## src/rtl/instr_fetch_unit_if.sv

```systemverilog
// Bundle of the fetch unit's memory-side and decode-side handshakes.
// master = the fetch unit, slave = instruction memory / decode / bench.
interface instr_fetch_unit_if #(
  parameter int DATA_WIDTH = 32,
  parameter int ADDR_WIDTH = 32
);

  // Instruction memory request channel
  logic                  o_imem_req_valid;
  logic                  i_imem_req_ready;
  logic [ADDR_WIDTH-1:0] o_imem_req_addr;

  // Instruction memory response channel (in order, always accepted)
  logic                  i_imem_rsp_valid;
  logic [DATA_WIDTH-1:0] i_imem_rsp_data;

  // Branch/jump redirect
  logic                  i_redirect_valid;
  logic [ADDR_WIDTH-1:0] i_redirect_pc;

  // Decode channel
  logic                  o_instr_valid;
  logic                  i_instr_ready;
  logic [DATA_WIDTH-1:0] o_instr;
  logic [ADDR_WIDTH-1:0] o_instr_pc;
  logic [6:0]            o_op_code;
  logic [2:0]            o_funct3;
  logic [6:0]            o_funct7;

  modport master (
    output o_imem_req_valid, o_imem_req_addr,
    input  i_imem_req_ready,
    input  i_imem_rsp_valid, i_imem_rsp_data,
    input  i_redirect_valid, i_redirect_pc,
    output o_instr_valid, o_instr, o_instr_pc, o_op_code, o_funct3, o_funct7,
    input  i_instr_ready
  );

  modport slave (
    input  o_imem_req_valid, o_imem_req_addr,
    output i_imem_req_ready,
    output i_imem_rsp_valid, i_imem_rsp_data,
    output i_redirect_valid, i_redirect_pc,
    input  o_instr_valid, o_instr, o_instr_pc, o_op_code, o_funct3, o_funct7,
    output i_instr_ready
  );

endinterface : instr_fetch_unit_if

```

## src/rtl/instr_fetch_unit.sv

```systemverilog
// Fetch stage: owns the PC, issues credit-limited word fetches, buffers in-order
// responses in a small FIFO and hands {instr, pc, fields} to decode; redirects flush.
module instr_fetch_unit #(
  parameter int                    DATA_WIDTH = 32,
  parameter int                    ADDR_WIDTH = 32,
  parameter logic [ADDR_WIDTH-1:0] RESET_PC   = '0,
  parameter int                    BUF_DEPTH  = 4
) (
  input  logic               i_clk,
  input  logic               i_reset,
  instr_fetch_unit_if.master bus
);

  localparam int PTR_W = $clog2(BUF_DEPTH);
  localparam int CNT_W = PTR_W + 1;

  localparam logic [DATA_WIDTH-1:0] NOP       = DATA_WIDTH'(32'h0000_0013);
  localparam logic [ADDR_WIDTH-1:0] PC_STEP   = ADDR_WIDTH'(4);
  localparam logic [CNT_W:0]        DEPTH_OCC = (CNT_W + 1)'(BUF_DEPTH);

  typedef struct packed {
    logic [DATA_WIDTH-1:0] instr;
    logic [ADDR_WIDTH-1:0] pc;
  } entry_t;

  // Architectural state
  logic [ADDR_WIDTH-1:0] fetch_pc_q, fetch_pc_d;
  logic [ADDR_WIDTH-1:0] rsp_pc_q, rsp_pc_d;
  logic [CNT_W-1:0]      count_q, count_d;
  logic [CNT_W-1:0]      outstanding_q, outstanding_d;
  logic [CNT_W-1:0]      drop_q, drop_d;
  logic [PTR_W-1:0]      wr_ptr_q, wr_ptr_d;
  logic [PTR_W-1:0]      rd_ptr_q, rd_ptr_d;
  entry_t                fifo_q [BUF_DEPTH];

  // Cycle events
  logic [CNT_W:0]        occupancy;
  logic                  req_valid;
  logic                  req_fire;
  logic                  rsp_fire;
  logic                  rsp_drop;
  logic                  push;
  logic                  instr_valid;
  logic                  pop;
  logic [ADDR_WIDTH-1:0] redirect_pc;
  entry_t                head;
  logic [DATA_WIDTH-1:0] instr;

  // Responses reaching the unit with nothing outstanding (e.g. straddling a
  // reset) are ignored; every accepted response either refills or is dropped.
  always_comb begin
    occupancy   = {1'b0, count_q} + {1'b0, outstanding_q};
    req_valid   = !i_reset && !bus.i_redirect_valid && (occupancy < DEPTH_OCC);
    req_fire    = req_valid && bus.i_imem_req_ready;
    rsp_fire    = bus.i_imem_rsp_valid && (outstanding_q != '0);
    rsp_drop    = rsp_fire && (drop_q != '0);
    push        = rsp_fire && (drop_q == '0) && !bus.i_redirect_valid;
    instr_valid = (count_q != '0);
    pop         = instr_valid && bus.i_instr_ready && !bus.i_redirect_valid;
    redirect_pc = {bus.i_redirect_pc[ADDR_WIDTH-1:2], 2'b00};
  end

  always_comb begin
    // NOTE: every signal gets a default before any branch so no path leaves it
    // unassigned; that is what keeps this block from inferring latches.
    fetch_pc_d    = fetch_pc_q;
    rsp_pc_d      = rsp_pc_q;
    count_d       = count_q;
    outstanding_d = outstanding_q;
    drop_d        = drop_q;
    wr_ptr_d      = wr_ptr_q;
    rd_ptr_d      = rd_ptr_q;

    if (bus.i_redirect_valid) begin
      // Everything still in flight becomes a word to discard; a response
      // arriving right now is itself discarded and no longer in flight.
      fetch_pc_d    = redirect_pc;
      rsp_pc_d      = redirect_pc;
      count_d       = '0;
      wr_ptr_d      = '0;
      rd_ptr_d      = '0;
      outstanding_d = outstanding_q - CNT_W'(rsp_fire);
      drop_d        = outstanding_q - CNT_W'(rsp_fire);
    end else begin
      if (req_fire) begin
        fetch_pc_d = fetch_pc_q + PC_STEP;
      end
      outstanding_d = outstanding_q + CNT_W'(req_fire) - CNT_W'(rsp_fire);
      drop_d        = drop_q - CNT_W'(rsp_drop);
      if (push) begin
        wr_ptr_d = wr_ptr_q + PTR_W'(1);
        rsp_pc_d = rsp_pc_q + PC_STEP;
      end
      if (pop) begin
        rd_ptr_d = rd_ptr_q + PTR_W'(1);
      end
      count_d = count_q + CNT_W'(push) - CNT_W'(pop);
    end
  end

  always_ff @(posedge i_clk) begin
    // NOTE: state flops use non-blocking assignments so every flop samples the
    // pre-edge values regardless of statement order.
    if (i_reset) begin
      fetch_pc_q    <= RESET_PC;
      rsp_pc_q      <= RESET_PC;
      count_q       <= '0;
      outstanding_q <= '0;
      drop_q        <= '0;
      wr_ptr_q      <= '0;
      rd_ptr_q      <= '0;
    end else begin
      fetch_pc_q    <= fetch_pc_d;
      rsp_pc_q      <= rsp_pc_d;
      count_q       <= count_d;
      outstanding_q <= outstanding_d;
      drop_q        <= drop_d;
      wr_ptr_q      <= wr_ptr_d;
      rd_ptr_q      <= rd_ptr_d;
    end
  end

  // NOTE: FIFO storage is deliberately not reset; count_q gates every read, so
  // stale contents are never visible and the array can map onto plain RAM cells.
  always_ff @(posedge i_clk) begin
    if (push) begin
      fifo_q[wr_ptr_q] <= '{instr: bus.i_imem_rsp_data, pc: rsp_pc_q};
    end
  end

  always_comb begin
    head  = fifo_q[rd_ptr_q];
    instr = instr_valid ? head.instr : NOP;
  end

  assign bus.o_imem_req_valid = req_valid;
  assign bus.o_imem_req_addr  = fetch_pc_q;
  assign bus.o_instr_valid    = instr_valid;
  assign bus.o_instr          = instr;
  assign bus.o_instr_pc       = instr_valid ? head.pc : rsp_pc_q;
  assign bus.o_op_code        = instr[6:0];
  assign bus.o_funct3         = instr[14:12];
  assign bus.o_funct7         = instr[31:25];

  // Redirect targets are forced to word alignment; the low bits are dropped.
  logic unused_redirect_lsbs;
  assign unused_redirect_lsbs = ^bus.i_redirect_pc[1:0];

  // Structural invariants of the credit scheme.
  a_credit_bound : assert property (@(posedge i_clk) disable iff (i_reset)
    occupancy <= DEPTH_OCC);

  a_drop_bound : assert property (@(posedge i_clk) disable iff (i_reset)
    drop_q <= outstanding_q);

  a_req_stable : assert property (@(posedge i_clk) disable iff (i_reset)
    (bus.o_imem_req_valid && !bus.i_imem_req_ready) |=>
      (i_reset || bus.i_redirect_valid ||
       (bus.o_imem_req_valid && $stable(bus.o_imem_req_addr))));

endmodule : instr_fetch_unit

```

## src/flat_wrapper.sv

```systemverilog
// flat-port wrapper written by rule: the top's interface ports become plain ports
module instr_fetch_unit_flat 
#(
  parameter int                    DATA_WIDTH = 32,
  parameter int                    ADDR_WIDTH = 32,
  parameter logic [ADDR_WIDTH-1:0] RESET_PC   = '0,
  parameter int                    BUF_DEPTH  = 4
)
  (i_clk, i_reset, bus_o_imem_req_valid, bus_o_imem_req_addr, bus_i_imem_req_ready, bus_i_imem_rsp_valid, bus_i_imem_rsp_data, bus_i_redirect_valid, bus_i_redirect_pc, bus_o_instr_valid, bus_o_instr, bus_o_instr_pc, bus_o_op_code, bus_o_funct3, bus_o_funct7, bus_i_instr_ready);
  instr_fetch_unit_if #(.DATA_WIDTH(DATA_WIDTH), .ADDR_WIDTH(ADDR_WIDTH)) bus_i ();
  input  logic i_clk;
  input  logic i_reset;
  output wire logic [$bits(bus_i.o_imem_req_valid)-1:0] bus_o_imem_req_valid;
  output wire logic [$bits(bus_i.o_imem_req_addr)-1:0] bus_o_imem_req_addr;
  input wire logic [$bits(bus_i.i_imem_req_ready)-1:0] bus_i_imem_req_ready;
  input wire logic [$bits(bus_i.i_imem_rsp_valid)-1:0] bus_i_imem_rsp_valid;
  input wire logic [$bits(bus_i.i_imem_rsp_data)-1:0] bus_i_imem_rsp_data;
  input wire logic [$bits(bus_i.i_redirect_valid)-1:0] bus_i_redirect_valid;
  input wire logic [$bits(bus_i.i_redirect_pc)-1:0] bus_i_redirect_pc;
  output wire logic [$bits(bus_i.o_instr_valid)-1:0] bus_o_instr_valid;
  output wire logic [$bits(bus_i.o_instr)-1:0] bus_o_instr;
  output wire logic [$bits(bus_i.o_instr_pc)-1:0] bus_o_instr_pc;
  output wire logic [$bits(bus_i.o_op_code)-1:0] bus_o_op_code;
  output wire logic [$bits(bus_i.o_funct3)-1:0] bus_o_funct3;
  output wire logic [$bits(bus_i.o_funct7)-1:0] bus_o_funct7;
  input wire logic [$bits(bus_i.i_instr_ready)-1:0] bus_i_instr_ready;
  assign bus_o_imem_req_valid = bus_i.o_imem_req_valid;
  assign bus_o_imem_req_addr = bus_i.o_imem_req_addr;
  assign bus_i.i_imem_req_ready = bus_i_imem_req_ready;
  assign bus_i.i_imem_rsp_valid = bus_i_imem_rsp_valid;
  assign bus_i.i_imem_rsp_data = bus_i_imem_rsp_data;
  assign bus_i.i_redirect_valid = bus_i_redirect_valid;
  assign bus_i.i_redirect_pc = bus_i_redirect_pc;
  assign bus_o_instr_valid = bus_i.o_instr_valid;
  assign bus_o_instr = bus_i.o_instr;
  assign bus_o_instr_pc = bus_i.o_instr_pc;
  assign bus_o_op_code = bus_i.o_op_code;
  assign bus_o_funct3 = bus_i.o_funct3;
  assign bus_o_funct7 = bus_i.o_funct7;
  assign bus_i.i_instr_ready = bus_i_instr_ready;
  instr_fetch_unit #(.DATA_WIDTH(DATA_WIDTH), .ADDR_WIDTH(ADDR_WIDTH), .RESET_PC(RESET_PC), .BUF_DEPTH(BUF_DEPTH)) u_core (.i_clk(i_clk), .i_reset(i_reset), .bus(bus_i));
endmodule
```

## config.mk

```make
export PLATFORM = sky130hd
export DESIGN_NAME = instr_fetch_unit_flat
export DESIGN_NICKNAME = d
export VERILOG_FILES = /design/src/rtl/instr_fetch_unit_if.sv /design/src/rtl/instr_fetch_unit.sv /design/src/flat_wrapper.sv
export SDC_FILE = /design/constraint.sdc
export NUM_CORES = 1
export LEC_CHECK = 0
export CORE_MARGIN = 2
export CORE_UTILIZATION = 55
export CTS_CLUSTER_SIZE = 40
export DETAILED_ROUTE_END_ITERATION = 7
export HOLD_SLACK_MARGIN = 0.05
export PLACE_DENSITY = 0.91
export SLEW_MARGIN = 0
export SYNTH_ARGS = -nofsm -noshare
export SYNTH_HDL_FRONTEND = slang
export SYNTH_SLANG_ARGS = --single-unit
```

## constraint.sdc

```tcl
create_clock -name i_clk -period 3.9 [get_ports i_clk]
set_input_delay 0.78 -clock i_clk [delete_from_list [all_inputs] [get_ports i_clk]]
set_output_delay 0.78 -clock i_clk [all_outputs]
set_load 0.005 [all_outputs]
```

==> results.cfg <==
[yosys]
yosysUniqueCellTypes = 55
ys.flop_type = edfxtp_1
async_flop_share_pct = 0
yosysWarnings = 0
synth_top_area_cell = edfxtp_1
yosysSeqAreaShare_pct = 64.0
synth_area_leaders = edfxtp_1, dfxtp_1, mux4_2
synth.most_common_cell = edfxtp_1
synth_top_area_share_pct = 53.3
synth-seq-cells = 323
synth_edf_count = 248
syn_area_um2 = 14000
synth.avg_cell_area_um2 = 15.3
synth_common_cells = edfxtp_1, dfxtp_1, mux4_2
syn_inst = 911

[layout]
fin_cells = 1440
area_growth_pct = 22.3
num_antenna_cells = 0
drive_gt1_share_pct = 17.4
utilization_pct = 68.3
nets = 1172

[routing]
drc = 0
dr.max_layer_used = met4
wl_met3_um = 2180
drt_iter0_drc = 685
met1Wirelength_um = 12400
met2_length_um = 14200
wl_per_cell_um = 20.4
drt_first_pass_iters = 7
routed_wl_um = 29300
viasPerCell = 5.77
vias = 8309
antenna_left = 0

[clock_tree]
cts_resized = 0
cts-hold-fix-buffers = 0
clock_sinks = 323
h-tree-depth = 2
numCtsBuffers = 34
cts_tree = built
clk_pin_slew_ns = 0.06
cts_setup_buffers = 0
cts_root_buffer = clkbuf_16
clk_latency_ns = 0.51
clockBufferDepth = 3

[setup_path]
crit_family = multiplexers
worstPathMaxFanout = 25
start_kind = flip-flop
cpPeakStageDelay_ns = 0.68
cp_slowest_cell = dfxtp_4
path_class = reg2out
crit_required_ns = 3.12
arrival_ns = 2.85
path_buf_inv = 2
cp_cell_sequence = buf_4 > mux4_2 > mux2_2 > clkdlybuf4s50_1
cp-end-kind = output port

[sta]
fin_ws_ns = 0.272
rsz0062_at_grt = no
finalSetupViolCount = 0
hold_viol_final = 0
fin_crit_sh_pct = 93.0
worstMarginPinSlew_ns = 0.722
fin_tns_setup_ns = 0
clock_skew_ns = 0.0171
max_slew_margin_pct = 51.7
fmax_mhz = 276
min_period_ns = 3.63
finalMaxSlewViolations = 0

[place]
gp_congestion = 0.852
io_buffers = 178
place_hpwl_um = 18600
dpl_worst_slack_ns = 0.759
dp_cells = 1378

[die]
chipWidth_um = 163
die_y_um = 163
design.die.area_um2 = 26700
placementRows = 58
initial_core_util_pct = 55.8
num_io_pins = 185
core_area_um2 = 25000

[grt]
grt_pass1_vias = 8399
grt_pass1_wl_um = 45600
antenna_found_initial = 0
grt-ovfl-total = 0
grt_max_degree = 65
grt_use_total_pct = 22.2

[hold_path]
holdCritPathClass = reg2reg

[power_and_ir_drop]
peakVddDrop_uv = 277
p_leak_uw = 0.00571
total_power_uw = 8030
p_per_area_nw_per_um2 = 470

[run_status]
status = completed

[run]
cap_violations = 0
[routing by layer]
| metal | up-vias | track usage (%) |
|---|---|---|
| met2 | 374 | 36.3 |
| li1 | 3772 | - |
| met5 | - | 0 |
| met1 | 4117 | 31.4 |
| met4 | 0 | 5.47 |
| met3 | 46 | 3.73 |
[cell families (layout without fill, tap and decap cells)]
group                    after synthesis  in the layout  share of synthesized area (%)
flip-flops                           323            323                           64.0
adder cells (fa/ha/maj)               18             18                           1.72
buffers and inverters                111            307                           3.93
other                                  1              4                         0.0268
multiplexers                          94             94                           12.5
AO/OA/AOI/OAI                        101            101                           4.90
AND/OR/NAND/NOR                      200            200                           8.92
XOR/XNOR                              63             63                           3.95
[per-stage QoR]
step,hold slack (ns),cell area [µm²]
after floorplan,0.458,14000
after CTS,0.522,17100
after detailed placement,0.500,16000
after global placement,0.485,16000
final,0.522,17100
after global routing,0.543,17100
[worst register-to-register path: stages (launching register included)]
cell	delay (ns)
dfxtp_1	0.36
ha_1	0.30
nand3_1	0.17
nand3_1	0.14
buf_4	0.23
clkinv_1	0.12
ha_1	0.20
fa_1	0.38
xor2_1	0.15
o21ai_0	0.20
xnor2_1	0.15
nor2_1	0.05
[worst paths after layout]
| kind | from | end | slack [ns] | cells past startpoint |
|---|---|---|---|---|
| min | u_core.wr_ptr_q[1]$_SDFFE_PP0N_ | u_core.wr_ptr_q[1]$_SDFFE_PP0N_ | 0.52 | 2 |
| max reg2reg | u_core.outstanding_q[1]$_SDFF_PP0_ | u_core.outstanding_q[2]$_SDFF_PP0_ | 1.31 | 11 |
| max | flip-flop | bus_o_instr_pc[25] | 0.27 | 4 |
| min reg2reg | u_core.wr_ptr_q[1]$_SDFFE_PP0N_ | u_core.wr_ptr_q[1]$_SDFFE_PP0N_ | 0.52 | 2 |
[sequential cells by signal (all words and copies together), names as in the netlist, named ones only]
name,count
u_core.fifo_q,248
u_core.bus.o_imem_req_addr,30
u_core.rsp_pc_q,30
u_core.count_q,3
u_core.drop_q,3
u_core.outstanding_q,3
u_core.rd_ptr_q,2
u_core.wr_ptr_q,2
[power by group]
group	internal [µW]	leakage, µW	total [µW]	switching (µW)
Clock	1780	0.000525	3040	1270
Sequential	3880	0.00288	4030	148
Combinational	517	0.00231	965	448
[layout by cell type (no fill, tap or decap), drive strengths merged, types with 3 or more instances in the layout]
cell / Yosys / routed
nand4: 35 / 35
inv: 46 / 48
a21boi: 48 / 48
ha: 16 / 16
dfxtp: 75 / 75
and2: 5 / 5
nand2: 29 / 29
xor2: 37 / 37
nand3: 24 / 24
nor2: 26 / 26
clkinv: 1 / 16
and3: 9 / 9
edfxtp: 248 / 248
nor4: 12 / 12
xnor2: 26 / 26
o21a: 5 / 5
clkdlybuf4s50: 0 / 178
conb: 1 / 4
a21oi: 35 / 35
mux4: 62 / 62
and4: 4 / 4
mux2: 30 / 30
clkbuf: 30 / 43
nor2b: 29 / 29
or3: 3 / 3
or2: 5 / 5
o21bai: 3 / 3
nor3: 17 / 17
buf: 33 / 20
[layout make-up]
cell class,count,area [µm²]
clock buffers,43,936
multi-input cells,480,4510
fillers,1609,7940
well taps,330,413
clock inverters,19,135
repair buffers,198,1980
inverters,47,176
flip-flops and latches,323,8950
(Power assumes the default switching activity.)
